==> src/rtl/branch_predictor_pkg.sv <==
// Shared definitions for the IF-stage branch target buffer:
// direction-counter encodings and default geometry.
package branch_predictor_pkg;

    // 2-bit direction counter encodings (strongly/weakly not-taken/taken).
    localparam logic [1:0] BP_CTR_SNT = 2'b00;
    localparam logic [1:0] BP_CTR_WNT = 2'b01;
    localparam logic [1:0] BP_CTR_WT  = 2'b10;
    localparam logic [1:0] BP_CTR_ST  = 2'b11;

    // Default BTB geometry.
    localparam int BP_DEFAULT_ENTRIES = 64;
    localparam int BP_DEFAULT_TAG_W   = 6;

endpackage

==> src/rtl/bp_sat_counter2.sv <==
// Next-state logic for one 2-bit saturating direction counter.
// Priority: load > force-to-strongly-taken > increment > decrement.
module bp_sat_counter2
    import branch_predictor_pkg::*;
(
    input  logic [1:0] ctr_i,
    input  logic       load_i,
    input  logic [1:0] load_val_i,
    input  logic       force_i,
    input  logic       inc_i,
    input  logic       dec_i,
    output logic [1:0] ctr_o
);

    // Select the counter's next value; saturate at both ends.
    always_comb begin
        // NOTE: ctr_o gets a default first so no path leaves it unassigned (no latch).
        ctr_o = ctr_i;
        if (load_i) begin
            ctr_o = load_val_i;
        end else if (force_i) begin
            ctr_o = BP_CTR_ST;
        end else if (inc_i) begin
            if (ctr_i != BP_CTR_ST) ctr_o = ctr_i + 2'd1;
        end else if (dec_i) begin
            if (ctr_i != BP_CTR_SNT) ctr_o = ctr_i - 2'd1;
        end
    end

endmodule

==> src/rtl/branch_predictor.sv <==
// Direct-mapped branch target buffer with 2-bit direction counters.
// Predicts the next PC combinationally from the IF-stage PC and is trained
// from EX-stage resolved outcomes; also keeps saturating lookup and
// misprediction statistics.
module branch_predictor
    import branch_predictor_pkg::*;
#(
    parameter int         ENTRIES  = BP_DEFAULT_ENTRIES,
    parameter int         TAG_W    = BP_DEFAULT_TAG_W,
    parameter int         CNT_W    = 32,
    parameter logic [1:0] INIT_CTR = BP_CTR_WNT
) (
    input  logic              clk,
    input  logic              rst,
    input  logic [31:0]       pc_i,
    input  logic              lookup_en_i,
    output logic              pred_hit_o,
    output logic              pred_taken_o,
    output logic [31:0]       pred_npc_o,
    input  logic              upd_valid_i,
    input  logic [31:0]       upd_pc_i,
    input  logic              upd_taken_i,
    input  logic [31:0]       upd_target_i,
    input  logic              upd_uncond_i,
    input  logic              upd_mispred_i,
    input  logic              flush_i,
    input  logic              stats_clr_i,
    output logic [CNT_W-1:0]  stat_lookups_o,
    output logic [CNT_W-1:0]  stat_mispred_o
);

    localparam int IDX_W = $clog2(ENTRIES);
    localparam int TAG_HI = IDX_W + TAG_W + 1;

    // Per-entry state: valid bits and counters need a parallel clear on
    // flush, so they live in flops; tags and targets are plain storage.
    logic             valid_q  [ENTRIES];
    logic             valid_d  [ENTRIES];
    logic [1:0]       ctr_q    [ENTRIES];
    logic [1:0]       ctr_d    [ENTRIES];
    logic [TAG_W-1:0] tag_q    [ENTRIES];
    logic [31:0]      target_q [ENTRIES];
    logic             wr_en    [ENTRIES];

    logic [CNT_W-1:0] lookups_q, lookups_d;
    logic [CNT_W-1:0] mispred_q, mispred_d;

    // Lookup and update address fields.
    logic [IDX_W-1:0] pred_idx, upd_idx;
    logic [TAG_W-1:0] pred_tag, upd_tag;
    logic             upd_hit;
    logic             upd_taken_eff;
    logic             upd_alloc;

    assign pred_idx = pc_i[IDX_W+1:2];
    assign pred_tag = pc_i[TAG_HI:IDX_W+2];
    assign upd_idx  = upd_pc_i[IDX_W+1:2];
    assign upd_tag  = upd_pc_i[TAG_HI:IDX_W+2];

    // Bits of the PCs that take no part in indexing or tagging.
    logic unused_pc_bits;
    generate
        if (TAG_HI < 31) begin : g_unused_hi
            assign unused_pc_bits = ^{pc_i[31:TAG_HI+1], pc_i[1:0],
                                      upd_pc_i[31:TAG_HI+1], upd_pc_i[1:0]};
        end else begin : g_unused_lo
            assign unused_pc_bits = ^{pc_i[1:0], upd_pc_i[1:0]};
        end
    endgenerate

    // Combinational prediction from the current (pre-update) contents.
    always_comb begin
        pred_hit_o   = valid_q[pred_idx] && (tag_q[pred_idx] == pred_tag);
        pred_taken_o = pred_hit_o && ctr_q[pred_idx][1];
        pred_npc_o   = pred_taken_o ? target_q[pred_idx] : pc_i + 32'd4;
    end

    // Classify the incoming update against the addressed entry.
    always_comb begin
        upd_hit       = valid_q[upd_idx] && (tag_q[upd_idx] == upd_tag);
        upd_taken_eff = upd_taken_i || upd_uncond_i;
        upd_alloc     = upd_taken_eff && !upd_hit;
    end

    generate
        for (genvar i = 0; i < ENTRIES; i++) begin : g_entry
            logic sel;
            logic ctr_load;
            logic [1:0] ctr_load_val;
            logic ctr_force;
            logic ctr_inc;
            logic ctr_dec;

            assign sel = upd_valid_i && (upd_idx == IDX_W'(i));

            // Flush wins over everything; allocation starts weakly taken
            // unless the transfer is unconditional.
            assign ctr_load     = flush_i || (sel && upd_alloc && !upd_uncond_i);
            assign ctr_load_val = flush_i ? INIT_CTR : BP_CTR_WT;
            assign ctr_force    = sel && upd_uncond_i;
            assign ctr_inc      = sel && upd_hit && upd_taken_eff;
            assign ctr_dec      = sel && upd_hit && !upd_taken_eff;

            bp_sat_counter2 u_ctr (
                .ctr_i      (ctr_q[i]),
                .load_i     (ctr_load),
                .load_val_i (ctr_load_val),
                .force_i    (ctr_force),
                .inc_i      (ctr_inc),
                .dec_i      (ctr_dec),
                .ctr_o      (ctr_d[i])
            );

            assign valid_d[i] = flush_i ? 1'b0 : ((sel && upd_taken_eff) ? 1'b1 : valid_q[i]);
            assign wr_en[i]   = sel && upd_taken_eff;
        end
    endgenerate

    // Register valid bits and direction counters; reset loads the idle state.
    always_ff @(posedge clk) begin
        // NOTE: sequential state uses non-blocking assignments so every flop samples pre-edge values.
        if (rst) begin
            for (int i = 0; i < ENTRIES; i++) begin
                valid_q[i] <= 1'b0;
                ctr_q[i]   <= INIT_CTR;
            end
        end else begin
            for (int i = 0; i < ENTRIES; i++) begin
                valid_q[i] <= valid_d[i];
                ctr_q[i]   <= ctr_d[i];
            end
        end
    end

    // Write tag and target on taken updates (hit refresh or allocation).
    always_ff @(posedge clk) begin
        // NOTE: tags/targets are not reset; the cleared valid bits make their contents irrelevant.
        for (int i = 0; i < ENTRIES; i++) begin
            if (wr_en[i]) begin
                tag_q[i]    <= upd_tag;
                target_q[i] <= upd_target_i;
            end
        end
    end

    // Next values of the saturating statistics counters; clear wins.
    always_comb begin
        lookups_d = lookups_q;
        mispred_d = mispred_q;
        if (stats_clr_i) begin
            lookups_d = '0;
            mispred_d = '0;
        end else begin
            if (lookup_en_i && !(&lookups_q)) lookups_d = lookups_q + CNT_W'(1);
            if (upd_valid_i && upd_mispred_i && !(&mispred_q)) mispred_d = mispred_q + CNT_W'(1);
        end
    end

    // Register the statistics counters.
    always_ff @(posedge clk) begin
        if (rst) begin
            lookups_q <= '0;
            mispred_q <= '0;
        end else begin
            lookups_q <= lookups_d;
            mispred_q <= mispred_d;
        end
    end

    assign stat_lookups_o = lookups_q;
    assign stat_mispred_o = mispred_q;

endmodule

==> config.mk <==
export PLATFORM = sky130hd
export DESIGN_NAME = branch_predictor
export DESIGN_NICKNAME = d
export VERILOG_FILES = /design/src/rtl/branch_predictor_pkg.sv /design/src/rtl/bp_sat_counter2.sv /design/src/rtl/branch_predictor.sv
export SDC_FILE = /design/constraint.sdc
export NUM_CORES = 2
export LEC_CHECK = 0
export ABC_CLOCK_PERIOD_IN_PS = 14100
export CORE_MARGIN = 2
export CORE_UTILIZATION = 60
export DETAILED_ROUTE_END_ITERATION = 16
export PLACE_DENSITY = 0.77
export SLEW_MARGIN = 0
export SYNTH_ARGS = -nofsm -noshare
export SYNTH_HDL_FRONTEND = slang
export SYNTH_HIERARCHICAL = 1
export SYNTH_SLANG_ARGS = --single-unit
==> constraint.sdc <==
create_clock -name clk -period 14.1 [get_ports clk]
set_input_delay 2.115 -clock clk [delete_from_list [all_inputs] [get_ports clk]]
set_output_delay 2.115 -clock clk [all_outputs]
set_load 0.03 [all_outputs]
; After elaboration in Yosys (flattened, before gate mapping)
; Memory sizes are Yosys's and may differ from the RTL's.
; Index checks and enable logic that the tools add are counted.
[op_classes]
magnitude_cmp = 0
multipliers = 0
addsub = 131
div = 0
n_mux = 1151
shifts = 0
n_bitwise = 128
n_eq_ne = 193
reduce_logical = 847
[ops]
columns = operator, count
row1 = two-way mux 32 bit, 64
row2 = OR reduction 32 bit, 63
row3 = two-way mux 6 bit, 189
row4 = two-way mux 2 bit, 449
row5 = logical AND 1 bit, 519
row6 = two-way mux 1 bit, 449
row7 = OR reduction 6 bit, 63
row8 = "inequality test 2 bit, second input constant", 128
row9 = "== test 6 bit, second input constant", 32
row10 = "adder 2 x 1 -> 2 bit, second input constant", 64
row11 = OR 1 bit, 128
row12 = AND reduction 2 bit, 64
row13 = nonzero test 2 bit, 64
row14 = "subtractor 2 x 1 -> 2 bit, second input constant", 64
row15 = "== test 6 x 5 -> 1 bit, second input constant", 16
row16 = logical OR 1 bit, 65
row17 = "adder 32 x 1 -> 32 bit, second input constant", 2
row18 = AND reduction 32 bit, 2
row19 = "== test 6 x 4 -> 1 bit, second input constant", 8
row20 = "adder 32 x 3 -> 32 bit, second input constant", 1
row21 = "== test 6 x 3 -> 1 bit, second input constant", 4
row22 = "== test 6 x 2 -> 1 bit, second input constant", 2
row23 = == test 6 bit, 2
row24 = "== test 6 x 1 -> 1 bit, second input constant", 1
row25 = other kinds (3), 7
[totals]
rom_bits = 0
in_bits = 105
n_memories = 4
word_cells = 2456
output_inout_bits = 98
regBits = 64
latch_bits = 0
ramBits = 2624
[mem_list]
columns = name, words, width, read_ports, rd_clocked_by_memory_dff, write_ports, line_no
row1 = target_q, 64, 32, 1, 0, 1, branch_predictor.sv:42  ; logic [31:0] target_q [ENTRIES];
row2 = tag_q, 64, 6, 2, 0, 1, branch_predictor.sv:41  ; logic [TAG_W-1:0] tag_q [ENTRIES];
row3 = ctr_q, 64, 2, 65, 0, 64, branch_predictor.sv:39  ; logic [1:0] ctr_q [ENTRIES];
row4 = valid_q, 64, 1, 2, 0, 64, branch_predictor.sv:37  ; logic valid_q [ENTRIES];

; Depth between registers and ports, before layout
[logic_depth]
ltp_word = 69
mapped_depth = 19
depth_no_buf = 12

; Modules after synthesis
; Netlist, hierarchy kept.
[modules_own_cells]
columns = mod, seq_area_each_um2, n_inst, cells_each, area_each_um2
row1 = branch_predictor, 78795.6, 1, 5360, 109267.3
row2 = bp_sat_counter2, 0.0, 64, 12, 73.8

; Least setup slack after synthesis
; Ideal clock, no wire load.
[synth_timing]
path_type = input to output
startpoint = input port pc_i[3]
endpoint = output port pred_npc_o[27]
t_required_ns = 11.985
t_arrival_ns = 5.512
cell_stages = 11
path_buffers = 7
path_slack_ns = 6.473
path_cell_list = buf_4 > buf_4 > buf_2 > buf_2 > buf_2 > clkbuf_1 > buf_1 > mux4_2 > mux4_2 > mux4_2 > mux2_1
[synth_via]
elab_chain_cells = 5
elab_cells_between_ends = 9
classes_between = 1 x add/sub / 1 x eq/ne / 1 x mux / 2 x reduce/logical / 4 x memory
[synth_rtl]
columns = element, line_no
row1 = from (decl), branch_predictor.sv:15  ; input logic [31:0] pc_i,
row2 = memory read (64 x 6 bit), n/a
row3 = == test 6 bit, branch_predictor.sv:73  ; pred_hit_o = valid_q[pred_idx] && (tag_q[pred_idx] == pred_tag);
row4 = logical AND 1 bit, branch_predictor.sv:73
row5 = logical AND 1 bit, branch_predictor.sv:74  ; pred_taken_o = pred_hit_o && ctr_q[pred_idx][1];
row6 = two-way mux 32 bit (*), branch_predictor.sv:75  ; pred_npc_o = pred_taken_o ? target_q[pred_idx] : pc_i + 32'd4;
row7 = to (decl), branch_predictor.sv:19  ; output logic [31:0] pred_npc_o,
; Every way passes the cells marked *; elsewhere a longest branch is shown, timed or not.

; Final worst setup path
[layout_timing]
startpoint = input port pc_i[2]
endpoint = output port pred_npc_o[2]
; The elaborated chain is that of the path after synthesis.

==> results.txt <==
Clock sink count = 2688
Area growth, synth to finish = 11.4%
CP Class = primary input to output port
Initial antenna violation count = 21
Critical path data required time = 11.98 ns
H-tree Lvls = 5
GRT Total Usage = 34.2%
Period Utilization, post-route = 71.4%
Worst-Margin Slew = 1.23 ns
Avg Cell Area, Syn = 18.6 um^2
Core ar. = 0.188 mm^2
Post-layout util = 67.5%
Resized cells post-CTS = 0
Setup TNS = 0 ns
Nets = 6478
Fin. Hold Viols = 0
Routed WL = 328 mm
Worst Hold Class = flip-flop to flip-flop
Endpoint, Worst Hold = stat_lookups_o[29]$_SDFFE_PP0P_
Final setup vio count = 0
Slew Limit Fails = 0
Synth warn = 6
P per Cell Area = 134 mW/mm^2
Count leader, synth = edfxtp_1
Top cells by count, synth = edfxtp_1 (2496), mux4_2 (914), nor2_1 (408)
Clk Latency, worst-skew pair = 0.93 ns
Yosys reg bits = 2688
Min-Delay Path Depth = 2
Hold Startpoint = stat_lookups_o[29]$_SDFFE_PP0P_
Top post-synthesis cells by area = edfxtp_1 (66%), mux4_2 (18%), dfxtp_1 (3.4%), nor2_1 (1.3%), mux2i_1 (1.1%)
Status = completed
Die Wd = 440 um
Pin count of the biggest net entering global routing = 161
Clock Pin Slew Worst Setup and Hold Paths = 0.06 ns
Total gr overflow = 0
Full die area = 0.193 mm^2
Worst setup EP type = output port
CTS root buf = clkbuf_16
Most Used Layer, Global Route = met2
Maxcap violations = 0
Met2 Use GR = 54.6%
Top FF cell, synth = edfxtp_1
Peak supply drop = 114 uV
Syn Nets = 6236
Synth async-reset ratio = 0%
Pre-Repair DR Iteration Count = 11
Post-layout min period = 10.07 ns
Hpwl dp = 161 mm
Drt initial violations = 9791
Setup Fix Bufs, Post-CTS = 0
Leakage power = 41.8 nW
CP Data Arrival Time = 7.96 ns
Reg-to-Reg End = ctr_q[7][1]$_SDFF_PP0_
IO Pins = 203
Cell taking the most area after synthesis = edfxtp_1
Share of the yosys chip area belonging to registers = 69.1%
Flop2flop setup slack = 8.86 ns
Starting Density = 60.6%
Worst-path fanout max = 74
GRT met3 Usage = 8.57%
Vias per cell = 7.09
RSZ-0062 raised after global routing = false
Post-synth EDFFs = 2496
Slew headroom = 18.0%
First-pass GRT wire length = 464 mm
Clock tree buffer depth = 4
Max Clk Rate = 99.3 MHz
Die Ht = 440 um
Final RePlAce weighted congestion = 0.854
Routed Antenna Nets = 0
CTS Hold Bufs = 0
Drt wl/cell = 36.2 um
Crit start category = primary input
Ratio of cells with drive above 1 in the final layout = 26.2%
Path depth of the worst reg2reg path = 12
GR met1 Demand/Resource = 43.5%
Vias in the first global route = 64700
Reg2reg start = tag_q[30][5]$_DFFE_PP_
Total number of vias = 64200
Final Skew = 0.0408 ns
Cells after Synth = 6128
CTS tree = yes
Cell Area, Synth = 0.114 mm^2
Count of cell types in the netlist = 68
Port bufs = 182
Synth top area share = 65.8%
Num rows = 159
Cts bufs inserted = 285
DRC Markers = 0
==> power breakdown <==
| group | switching [mW] | internal, mW | leakage [nW] |
|---|---|---|---|
| Combinational | 0.611 | 0.435 | 13.4 |
| Sequential | 0.0429 | 8.79 | 24.1 |
| Clock | 3.03 | 4.16 | 4.24 |
==> sequential cells by signal, summed over array words and instances (netlist names) <==
name	cells
ctr_q	128
stat_lookups_o	32
stat_mispred_o	32
tag_q	384
target_q	2048
valid_q	64
==> cell type report <==
type | instances | area, um^2
sequential | 2688 | 78800
fill | 11700 | 61200
multi-input combinational | 2868 | 32900
clock buffer | 360 | 7670
tap | 2495 | 3120
timing repair buffer | 314 | 2680
clock inverter | 115 | 1010
inverter | 213 | 855
antenna | 8 | 20.0
==> layout by cell type, fill, tap and decap left out, types with 140 or more instances in the layout <==
cell,netlist,routed
edfxtp_1,2496,2496
mux4_2,914,914
nor2_1,408,406
clkbuf_16,0,295
dfxtp_1,192,192
nand2_1,149,149
and3_1,149,149
inv_1,210,144
nor2b_1,140,140
==> how the worst max path moves through the flow <==
stage / start / to / slack (ns) / cells past startpoint
finish: pc_i[2] / pred_npc_o[2] / 4.03 / 9
global route: pc_i[2] / pred_npc_o[3] / 3.58 / 9
CTS: pc_i[2] / pred_npc_o[6] / 3.85 / 9
detailed placement: pc_i[2] / pred_npc_o[3] / 3.83 / 9
global placement: pc_i[2] / pred_npc_o[3] / 3.86 / 9
floorplan: pc_i[3] / pred_npc_o[27] / 6.47 / 11
==> per-layer routing <==
layer  part of all wire, %  wire length [um]
met3                    12             40200
met4                   6.5             21300
met2                    48            159000
met1                    33            108000
met5                 0.027                87
==> cell families after synthesis <==
family          count (synthesis)  share of synthesized area (%)
xor+xnor                       91                          0.699
compound gates                501                           3.15
mux                          1086                           19.6
simple gates                 1187                           5.31
fa+ha+maj                       3                         0.0329
flops                        2688                           69.1
buf+inv                       572                           2.06
==> metrics by stage <==
| stage | instances | setup slack (ns) | hold WS, ns | power, mW | cell area (um^2) |
|---|---|---|---|---|---|
| 3_5_place_dp | 8578 | 3.83 | 0.492 | 10.0 | 118000 |
| 2_1_floorplan | 6128 | 6.47 | 0.604 | 9.63 | 114000 |
| 3_3_place_gp | 8578 | 3.86 | 0.479 | 9.99 | 118000 |
| 5_1_grt | 9059 | 3.58 | 0.537 | 17.4 | 127000 |
| 6_report | 9061 | 4.03 | 0.498 | 17.1 | 127000 |
| 4_1_cts | 9053 | 3.85 | 0.502 | 17.1 | 127000 |
==> worst max-delay path, stage by stage <==
cell	delay, ns
buf_8	0.63
buf_4	0.82
buf_4	0.75
buf_4	0.80
mux4_2	0.62
mux4_2	0.56
mux4_2	0.53
mux2_2	0.33
clkdlybuf4s50_1	0.61
Power figures use the tool's default switching activity.
